File: src/rtl/k16_fb_pkg.sv
// Shared types and constants for the K16 frame buffer arbiter.
// Holds the RAM geometry, the return-tag and CPU FSM encodings, and the stall counter helper.
package k16_fb_pkg;

  localparam int FB_ADDR_WIDTH = 11;
  localparam int FB_DATA_WIDTH = 16;
  localparam int STALL_WIDTH   = 16;

  typedef enum logic [1:0] {
    TAG_NONE = 2'b00,
    TAG_VID  = 2'b01,
    TAG_CPU  = 2'b10
  } ret_tag_e;

  typedef enum logic [1:0] {
    C_IDLE    = 2'b00,
    C_RD_WAIT = 2'b01,
    C_ACK     = 2'b10
  } cpu_state_e;

  function automatic logic [STALL_WIDTH-1:0] sat_inc(input logic [STALL_WIDTH-1:0] value);
    logic [STALL_WIDTH-1:0] result;
    if (value == {STALL_WIDTH{1'b1}}) begin
      result = value;
    end else begin
      result = value + {{(STALL_WIDTH-1){1'b0}}, 1'b1};
    end
    return result;
  endfunction

endpackage

File: src/rtl/k16_fb_arb_stats.sv
// Saturating count of CPU cycles lost to video ownership of the frame buffer port.
// Clear has priority over increment.
module k16_fb_arb_stats
  import k16_fb_pkg::*;
(
  input  logic                   clk,
  input  logic                   reset,
  input  logic                   clear,
  input  logic                   inc,
  output logic [STALL_WIDTH-1:0] count
);

  logic [STALL_WIDTH-1:0] count_r;

  // Stall counter register
  always_ff @(posedge clk or negedge reset) begin
    if (!reset) begin
      count_r <= {STALL_WIDTH{1'b0}};
    end else if (clear) begin
      count_r <= {STALL_WIDTH{1'b0}};
    end else if (inc) begin
      count_r <= sat_inc(count_r);
    end else begin
      count_r <= count_r;
    end
  end

  assign count = count_r;

endmodule

File: src/rtl/k16_frame_buffer_arbiter.sv
// Shares the single-port frame buffer RAM between the video fetcher (absolute priority)
// and the K16 CPU (req/ack handshake). Optional stall statistics: K16_FB_ARB_STATS_EN.
module k16_frame_buffer_arbiter
  import k16_fb_pkg::*;
#(
  parameter int ADDR_WIDTH = FB_ADDR_WIDTH,
  parameter int DATA_WIDTH = FB_DATA_WIDTH
) (
  input  logic                   clk,
  input  logic                   reset,
  input  logic                   vid_req,
  input  logic [ADDR_WIDTH-1:0]  vid_addr,
  output logic [DATA_WIDTH-1:0]  vid_data,
  input  logic                   cpu_req,
  input  logic                   cpu_we,
  input  logic [ADDR_WIDTH-1:0]  cpu_addr,
  input  logic [DATA_WIDTH-1:0]  cpu_wdata,
  output logic [DATA_WIDTH-1:0]  cpu_rdata,
  output logic                   cpu_ack,
  output logic [ADDR_WIDTH-1:0]  ram_addr,
  output logic [DATA_WIDTH-1:0]  ram_wdata,
  output logic                   ram_we,
  input  logic [DATA_WIDTH-1:0]  ram_rdata,
  input  logic                   stats_clear,
  output logic [STALL_WIDTH-1:0] cpu_stall_cycles
);

  cpu_state_e            state_r;
  cpu_state_e            state_next_s;
  ret_tag_e              tag_r;
  ret_tag_e              tag_next_s;
  logic                  cpu_ack_r;
  logic                  cpu_grant_s;
  logic                  cpu_stall_s;
  logic [DATA_WIDTH-1:0] vid_data_r;
  logic [DATA_WIDTH-1:0] cpu_rdata_r;

  // Port arbitration; reset gating keeps ram_we low while reset is held
  always_comb begin
    cpu_grant_s = 1'b0;
    cpu_stall_s = 1'b0;
    if (reset && !vid_req && (state_r == C_IDLE) && cpu_req && !cpu_ack_r) begin
      cpu_grant_s = 1'b1;
    end else if ((state_r == C_IDLE) && cpu_req && !cpu_ack_r && vid_req) begin
      cpu_stall_s = 1'b1;
    end else begin
      cpu_grant_s = 1'b0;
    end
  end

  // FSM state, return tag and ack registers
  always_ff @(posedge clk or negedge reset) begin
    if (!reset) begin
      state_r   <= C_IDLE;
      tag_r     <= TAG_NONE;
      cpu_ack_r <= 1'b0;
    end else begin
      state_r   <= state_next_s;
      tag_r     <= tag_next_s;
      cpu_ack_r <= (state_next_s == C_ACK);
    end
  end

  // CPU FSM next-state logic
  always_comb begin
    state_next_s = state_r;
    case (state_r)
      C_IDLE: begin
        if (cpu_grant_s) begin
          state_next_s = cpu_we ? C_ACK : C_RD_WAIT;
        end else begin
          state_next_s = C_IDLE;
        end
      end
      C_RD_WAIT: state_next_s = C_ACK;
      C_ACK:     state_next_s = C_IDLE;
      default:   state_next_s = C_IDLE;
    endcase
  end

  // RAM port drive and return tag; an unowned port idles on the video address
  always_comb begin
    ram_addr   = vid_addr;
    ram_wdata  = {DATA_WIDTH{1'b0}};
    ram_we     = 1'b0;
    tag_next_s = TAG_NONE;
    if (vid_req) begin
      tag_next_s = TAG_VID;
    end else if (cpu_grant_s) begin
      ram_addr   = cpu_addr;
      ram_wdata  = cpu_wdata;
      ram_we     = cpu_we;
      tag_next_s = cpu_we ? TAG_NONE : TAG_CPU;
    end else begin
      tag_next_s = TAG_NONE;
    end
  end

  // Route returning RAM data to the requester recorded in last cycle's tag
  always_ff @(posedge clk or negedge reset) begin
    if (!reset) begin
      vid_data_r  <= {DATA_WIDTH{1'b0}};
      cpu_rdata_r <= {DATA_WIDTH{1'b0}};
    end else begin
      case (tag_r)
        TAG_VID: vid_data_r  <= ram_rdata;
        TAG_CPU: cpu_rdata_r <= ram_rdata;
        default: begin
          vid_data_r  <= vid_data_r;
          cpu_rdata_r <= cpu_rdata_r;
        end
      endcase
    end
  end

  assign vid_data  = vid_data_r;
  assign cpu_rdata = cpu_rdata_r;
  assign cpu_ack   = cpu_ack_r;

`ifdef K16_FB_ARB_STATS_EN
  k16_fb_arb_stats u_stats (
    .clk   (clk),
    .reset (reset),
    .clear (stats_clear),
    .inc   (cpu_stall_s),
    .count (cpu_stall_cycles)
  );
`else
  logic unused_stats_s;
  assign unused_stats_s   = stats_clear | cpu_stall_s;
  assign cpu_stall_cycles = {STALL_WIDTH{1'b0}};
`endif

endmodule
File: config.mk
export PLATFORM = sky130hd
export DESIGN_NAME = k16_frame_buffer_arbiter
export DESIGN_NICKNAME = d
export VERILOG_FILES = /design/src/rtl/k16_fb_pkg.sv /design/src/rtl/k16_fb_arb_stats.sv /design/src/rtl/k16_frame_buffer_arbiter.sv
export SDC_FILE = /design/constraint.sdc
export NUM_CORES = 1
export LEC_CHECK = 0
export CORE_MARGIN = 5
export CORE_UTILIZATION = 34
export CTS_BUF_LIST = sky130_fd_sc_hd__clkbuf_8
export CTS_CLUSTER_SIZE = 40
export DETAILED_ROUTE_END_ITERATION = 16
export GPL_TIMING_DRIVEN = 1
export PLACE_DENSITY_LB_ADDON = 0.25
export SETUP_SLACK_MARGIN = 0.05
export SYNTH_ARGS = -nofsm -noshare
export SYNTH_HDL_FRONTEND = slang
export SYNTH_SLANG_ARGS = --single-unit
export TNS_END_PERCENT = 100
File: constraint.sdc
create_clock -name clk -period 1.6 [get_ports clk]
set_input_delay 0.24 -clock clk [delete_from_list [all_inputs] [get_ports clk]]
set_output_delay 0.24 -clock clk [all_outputs]
set_load 0.01 [all_outputs]
==> impl_metrics.env, run 1 <==
export IMPL_status="finished with violations"
export IMPL_cp_max_fo=5
export IMPL_avgSynthCellArea_um2=13.7
export IMPL_hold_buffers=0
export IMPL_num_vias=1489
export IMPL_nFillCells=425
export IMPL_cts_tree="yes"
export IMPL_synth_top_flop_cell="dfrtp_1"
export IMPL_path_clk_slew_ps=80
export IMPL_drv_cap=0
export IMPL_grt_max_degree=38
export IMPL_fin_cells=339
export IMPL_clk_path_buf_depth=2
export IMPL_r2r_end="cpu_ack$_DFF_PN0_"
export IMPL_slowest_stage="dfrtp_1"
export IMPL_syn2layout_area_growth_pct=83.5
export IMPL_fin_ws_ps=-449
export IMPL_reg2reg_depth=6
export IMPL_htreeDepth=2
export IMPL_finClkSkew_ps=4.78
export IMPL_dieArea_um2=6780
export IMPL_critPathCaptureType="primary output"
export IMPL_use_met3_pct=6.62
export IMPL_seq_area_um2=926
export IMPL_die_h_um=82.3
export IMPL_critPathMostFrequentCell="buf_6"
export IMPL_multiInputGateArea_um2=771
export IMPL_drt_iter0_markers=26
export IMPL_numCtsBuffers=5
export IMPL_yosys_warnings=0
export IMPL_drive_above_1_share_pct=40.1
export IMPL_netlist_cell_type_count=14
export IMPL_cp_cell_sequence="nand4bb_4 > nor3_4 > buf_12 > buf_8 > buf_6 > mux2_4 > buf_6"
export IMPL_final_max_slew_viol_count=0
export IMPL_place_gp_congestion=0.854
export IMPL_cp_arrival_ps=1810
export IMPL_fmax_mhz=488
export IMPL_worst_setup_path_type="flop to primary output"
export IMPL_grt_use_total_pct=15.8
export IMPL_overflow=0
export IMPL_hold_class="input port to async pin"
export IMPL_cp_start_kind="flop"
export IMPL_ys_seq_area_share_pct=52.1
export IMPL_max_stage_delay_ps=380
export IMPL_port_buffers=119
export IMPL_numPlacedInstances=319
export IMPL_grt_pass1_vias=1613
export IMPL_drc=0
export IMPL_setup_viol=28
export IMPL_pre_cts_ws_ps=-716
export IMPL_grt_busiest_layer="met2"
export IMPL_nets=328
export IMPL_hold_viol=0
export IMPL_p_leak_uw=0.00145
export IMPL_vdd_drop_max_v=0.000362
export IMPL_vias_per_cell=4.39
export IMPL_ant_nets=0
export IMPL_worst_r2r_setup_slack_ps=220
export IMPL_rows=26
export IMPL_mappedNetlistArea_um2=1780
export IMPL_rsz0062_at_grt="true"
export IMPL_clkSinkCount=37
export IMPL_antenna_found_initial=0
export IMPL_cp_required_ps=1360
export IMPL_synth_edf_count=0
export IMPL_drt_total_wl_um=5290
export IMPL_min_period_ps=2050
export IMPL_failed_checks="negative setup slack"
export IMPL_powerDensity_nw_per_um2=900
export IMPL_drtPass1Iterations=4
export IMPL_cp_endpoint="ram_addr[1]"
export IMPL_cts_root_buf="clkbuf_8"
export IMPL_async_flop_share_pct=100
export IMPL_n_antenna_cell=0
export IMPL_synth_cells=130
export IMPL_coreArea_um2=5110
export IMPL_grt_pass1_wl_um=7860
export IMPL_r2r_start="cpu_ack$_DFF_PN0_"
export IMPL_io_pins=137
export IMPL_synth_seq_cells=37
export IMPL_use_met2_pct=27.7
export IMPL_initial_core_util_pct=34.8
export IMPL_dp_hpwl_um=4130
export IMPL_crit_start="cpu_ack$_DFF_PN0_"
export IMPL_wl_per_cell_um=15.6
export IMPL_die_width_um=82.3
export IMPL_post_route_period_util_pct=128
export IMPL_worstSkewPairLatency_ps=280
export IMPL_grt_met1_usage_pct=16.1
## state kept, by name, summed over array words and instances, names as in the netlist
register / flops
cpu_rdata: 16
vid_data: 16
state_r: 2
tag_r: 2
cpu_ack: 1
## where the power goes
group / switching (µW) / internal, µW
Combinational: 319 / 616
Sequential: 77.0 / 1090
Clock: 326 / 507
## worst max-delay path: cells and delay by family (launching register included)
family,cells,cell delay (ps)
DFF,1,380
muxes,1,290
and+or+nand+nor,2,400
buffers and inverters,4,450
## how the worst min path moves through the flow
stage | startpoint | end | slack (ps) | cells after the start
global placement | reset | vid_data[5]$_DFFE_PN0N_ | 390 | 2
detailed placement | reset | vid_data[5]$_DFFE_PN0N_ | 380 | 2
global route | reset | vid_data[3]$_DFFE_PN0N_ | 100 | 2
finish | reset | vid_data[5]$_DFFE_PN0N_ | 60 | 2
CTS | reset | vid_data[5]$_DFFE_PN0N_ | 70 | 2
floorplan | reset | cpu_ack$_DFF_PN0_ | -60 | 0
## metal layers
metal	part of all wire, %	vias up	wire, µm
met2	50	96	2670
li1	-	689	-
met3	12	6	647
met1	35	698	1850
met5	0	-	0
met4	2.4	0	125
## area by class of cell
| type | count | share of cell area (%) |
|---|---|---|
| clock inverters | 2 | 1.15 |
| multi-input cells | 84 | 23.6 |
| well taps | 70 | 2.69 |
| flip-flops and latches | 37 | 28.4 |
| repair buffers | 139 | 41.5 |
| inverters | 1 | 0.115 |
| clock buffers | 6 | 2.53 |
## cell usage after synthesis, types with 2 or more instances
master / count / area [µm²]
buf_4: 19 / 143
dfrtp_1: 37 / 926
nand2b_1: 2 / 12.5
buf_2: 2 / 10.0
and2_1: 17 / 106
a22o_1: 2 / 17.5
mux2_2: 43 / 484
nor4_1: 2 / 12.5
## cells in the final DEF (no fill, tap or decap)
| cell | instances |
|---|---|
| clkdlybuf4s50_1 | 89 |
| mux2_2 | 38 |
| dfrtp_1 | 37 |
| buf_6 | 17 |
| conb_1 | 16 |
| buf_2 | 15 |
| buf_4 | 13 |
| and2_1 | 11 |
| and2_4 | 6 |
| clkbuf_8 | 6 |
| mux2_4 | 5 |
| a22o_1 | 2 |
| nor4_1 | 2 |
| nand2b_1 | 2 |
| buf_16 | 2 |
| nand4bb_4 | 1 |
| nor3_4 | 1 |
| inv_1 | 1 |
| bufinv_16 | 1 |
| clkinvlp_4 | 1 |
| dlygate4sd2_1 | 1 |
| buf_12 | 1 |
| buf_8 | 1 |
## kinds of logic (layout without fill, tap and decap cells)
logic type,count (synthesis),in the layout,synth area share (%)
and+or+nand+nor,23,23,9.85
muxes,43,43,27.2
buffers and inverters,24,148,9.64
other,1,16,0.211
AOI/OAI and AO/OA,2,2,0.985
DFF,37,37,52.1
## timing repair
item | CTS | global route
setup endpoints to repair | 28 | 30
buffers inserted | 9 | 2
pin swaps | 6 | 1
gates cloned | 2 | 0
resized for setup | 139 | 12
## metrics by stage
stage	hold slack (ps)	TNS (ps)	power (µW)	area [µm²]	utilization, %
floorplan	-55.6	0	1530	1840	-
global placement	386	-17280	2080	3020	59.1
detailed placement	385	-17500	2100	3020	59.1
CTS	75.0	-11630	2950	3210	62.8
global route	104	-11950	3090	3260	63.9
finish	64.3	-9210	2940	3260	63.9
No activity file was read; power rests on OpenSTA's default activity.
==> run 2: changes to the inputs <==
- CAP_MARGIN: default -> 40
==> results of run 2 <==
Same layout as run 1: the final DEF is identical, and so are final timing and power.
==> patch, RTL diff (settings of run 1) <==
Change the package constant `FB_ADDR_WIDTH` from 11 to 12.
--- a/src/rtl/k16_fb_pkg.sv
+++ b/src/rtl/k16_fb_pkg.sv
@@ -4,3 +4,3 @@
 
-  localparam int FB_ADDR_WIDTH = 11;
+  localparam int FB_ADDR_WIDTH = 12;
   localparam int FB_DATA_WIDTH = 16;
Interface: changed (resized cpu_addr, ram_addr and vid_addr); port bits go from 137 to 140. The function was not compared with the original's and may differ.
==> patch against run 1 <==
Sequential cell count is the same; routed wire length up 0.91%; critical path type unchanged; highest routed layer unchanged; global-route usage down 0.30 points; worst setup slack improved by 0.021 ns; sequential share of layout area down 0.47 points; synthesized cell count grew 0.77%; final cell count increased by 0.29%; the flow still finishes with violations (setup timing); first-iteration DRC count is 46% lower; area after synthesis increased by 0.56%; final area grew 1.7%; total power fell by 5.8%; non-clock buffer count increased by 1; hold slack better by 0.0079 ns.
==> patch: results (changes against run 1) <==
* Fillers at 405 (-4.7%)
* DP Wirelength at 4.19 mm (+1.6%)
* First-pass GRT wire length at 7.78 mm (-0.97%)
* NonClk Buf Share at 43.1% (+1.6 points)
* Clock Skew at 0.00474 ns (-0.0000365 ns)
* Comb_multi_in at 85 (+1.2%)
* Initial DRC count at 14 (-46%)
* Area of the multi-input gates at 785 sq um (+1.8%)
* Largest stage delay, worst path at roughly 0.39 ns
* Place WS at -0.704 ns (+0.0119 ns)
* Critical-path top delay cell: dfrtp_1
* CP max FO at 13 (+8)
* Seq/Total Area, Yosys at 51.8% (-0.29 points)
* Dpl cell area at 3090 sq um (+2.4%)
* Die ar. at 6810 sq um (+0.49%)
* Clock Pin Slew Worst Setup and Hold Paths at 0.07 ns
* Seq cells at 37 (unchanged)
* R2R Setup Slk at 0.26 ns (+0.04 ns)
* PortBufs at 122 (+2.5%)
* Non-Clock Buffer Count at 140 (+0.72%)
* Failing checks: setup timing
* Yosys cell types at 14 (unchanged)
* Crit path DAT at 1.79 ns (-0.02 ns)
* R2R depth at 6 (unchanged)
* Inverters at 1 (unchanged)
* Vias in the first global route at 1589 (-1.5%)
* Power per cell area at 834 nW/um^2 (-7.4%)
* Delay-heaviest family, CP: flip-flops
* Hold Slack at 0.0723 ns (+0.00794 ns)
* Sequential cell area share at 27.9% (-0.47 points)
* Status: complete, but fails checks
* DR vias/cell at 4.41 (+0.38%)
* Final clock-cell share at 2.60% (-1.1 points)
* Worst reg2reg path startpoint: cpu_ack
* GR Util All Layers at 15.5% (-0.30 points)
* Final setup fails at 29 (+3.6%)
* HP Class: input pin to asynchronous set/reset pin
* Most frequent cells after synthesis: mux2_2, dfrtp_1, and2_1
* Ys async rst share at 100% (unchanged)
* Worst VDD drop at 313 uV (-14%)
* Final nets at 332 (+1.2%)
* Worst reg2reg path endpoint: state_r[1]
* Leak at 0.00146 uW (+0.36%)
* Inserted Diodes at 0 (unchanged)
* Top_reg_cell synth: dfrtp_1
* WL final at 5.34 mm (+0.91%)
* Initial DRT Pass Iterations at 4 (unchanged)
* Deepest clock path buffer count at 2 (unchanged)
* Initial antenna violation count at 0 (unchanged)
* Synth top area cells: dfrtp_1, mux2_2, buf_4, and2_1, nand4bb_4
* GPL Wtd Cong at 0.757 (-11%)
* Largest net degree at the start of global routing at 38 (unchanged)
* Share of cells above drive strength 1 at 41.9% (+1.7 points)
* Final worst setup slack at -0.428 ns (+0.0214 ns)
==> patch: cell types whose count changed in the layout (fill, tap and decap cells not counted), sizes merged <==
cell,change
clkinvlp,-1
mux2,+1
bufinv,-1
clkdlybuf4s50,+2
inv,+1
buf,-1
==> patch: repair_timing <==
item,4_1_cts,5_1_grt
pin swaps,4,11
hold buffers,0,0
gates resized for setup,145,19
gates cloned,2,0
hold endpoints to repair,0,0
setup endpoints to repair,29,29
setup buffers,3,1
==> patch: logic make-up after synthesis <==
| kind of cell | count (synthesis) | share of synthesized area [%] |
|---|---|---|
| AND/OR/NAND/NOR | 23 | 9.80 |
| other | 1 | 0.210 |
| AO/OA/AOI/OAI | 2 | 0.980 |
| buffers and inverters | 24 | 9.52 |
| multiplexers | 44 | 27.7 |
| flip-flops | 37 | 51.8 |
==> patch: how the worst max path moves through the flow <==
stage | from | end | slack, ns | depth (start not counted)
final | cpu_ack | ram_addr[6] | -0.43 | 6
after global routing | cpu_ack | ram_addr[1] | -0.50 | 6
after CTS | cpu_ack | ram_addr[3] | -0.51 | 6
after detailed placement | vid_req | ram_addr[3] | -0.70 | 6
after global placement | cpu_req | ram_addr[7] | -0.69 | 6
after floorplan | cpu_ack | ram_addr[0] | -0.01 | 4
==> patch: stage by stage <==
stage / std cells / TNS (ns)
after detailed placement: 327 / -18.43
after floorplan: 146 / -0.138
after CTS: 339 / -11.81
after global placement: 327 / -18.06
after global routing: 340 / -11.97
final: 340 / -9.53
==> patch: layer usage <==
layer	share of wire, %	global-route usage [%]	vias up
met5	0	0	-
met4	1.0	4.90	0
met3	13	8.68	4
met2	53	27.6	92
met1	33	15.2	713
li1	-	-	690
==> patch: report_power, final <==
| group | switching (uW) | internal, uW |
|---|---|---|
| logic | 326 | 634 |
| clock network | 297 | 335 |
| registers | 80.1 | 1090 |
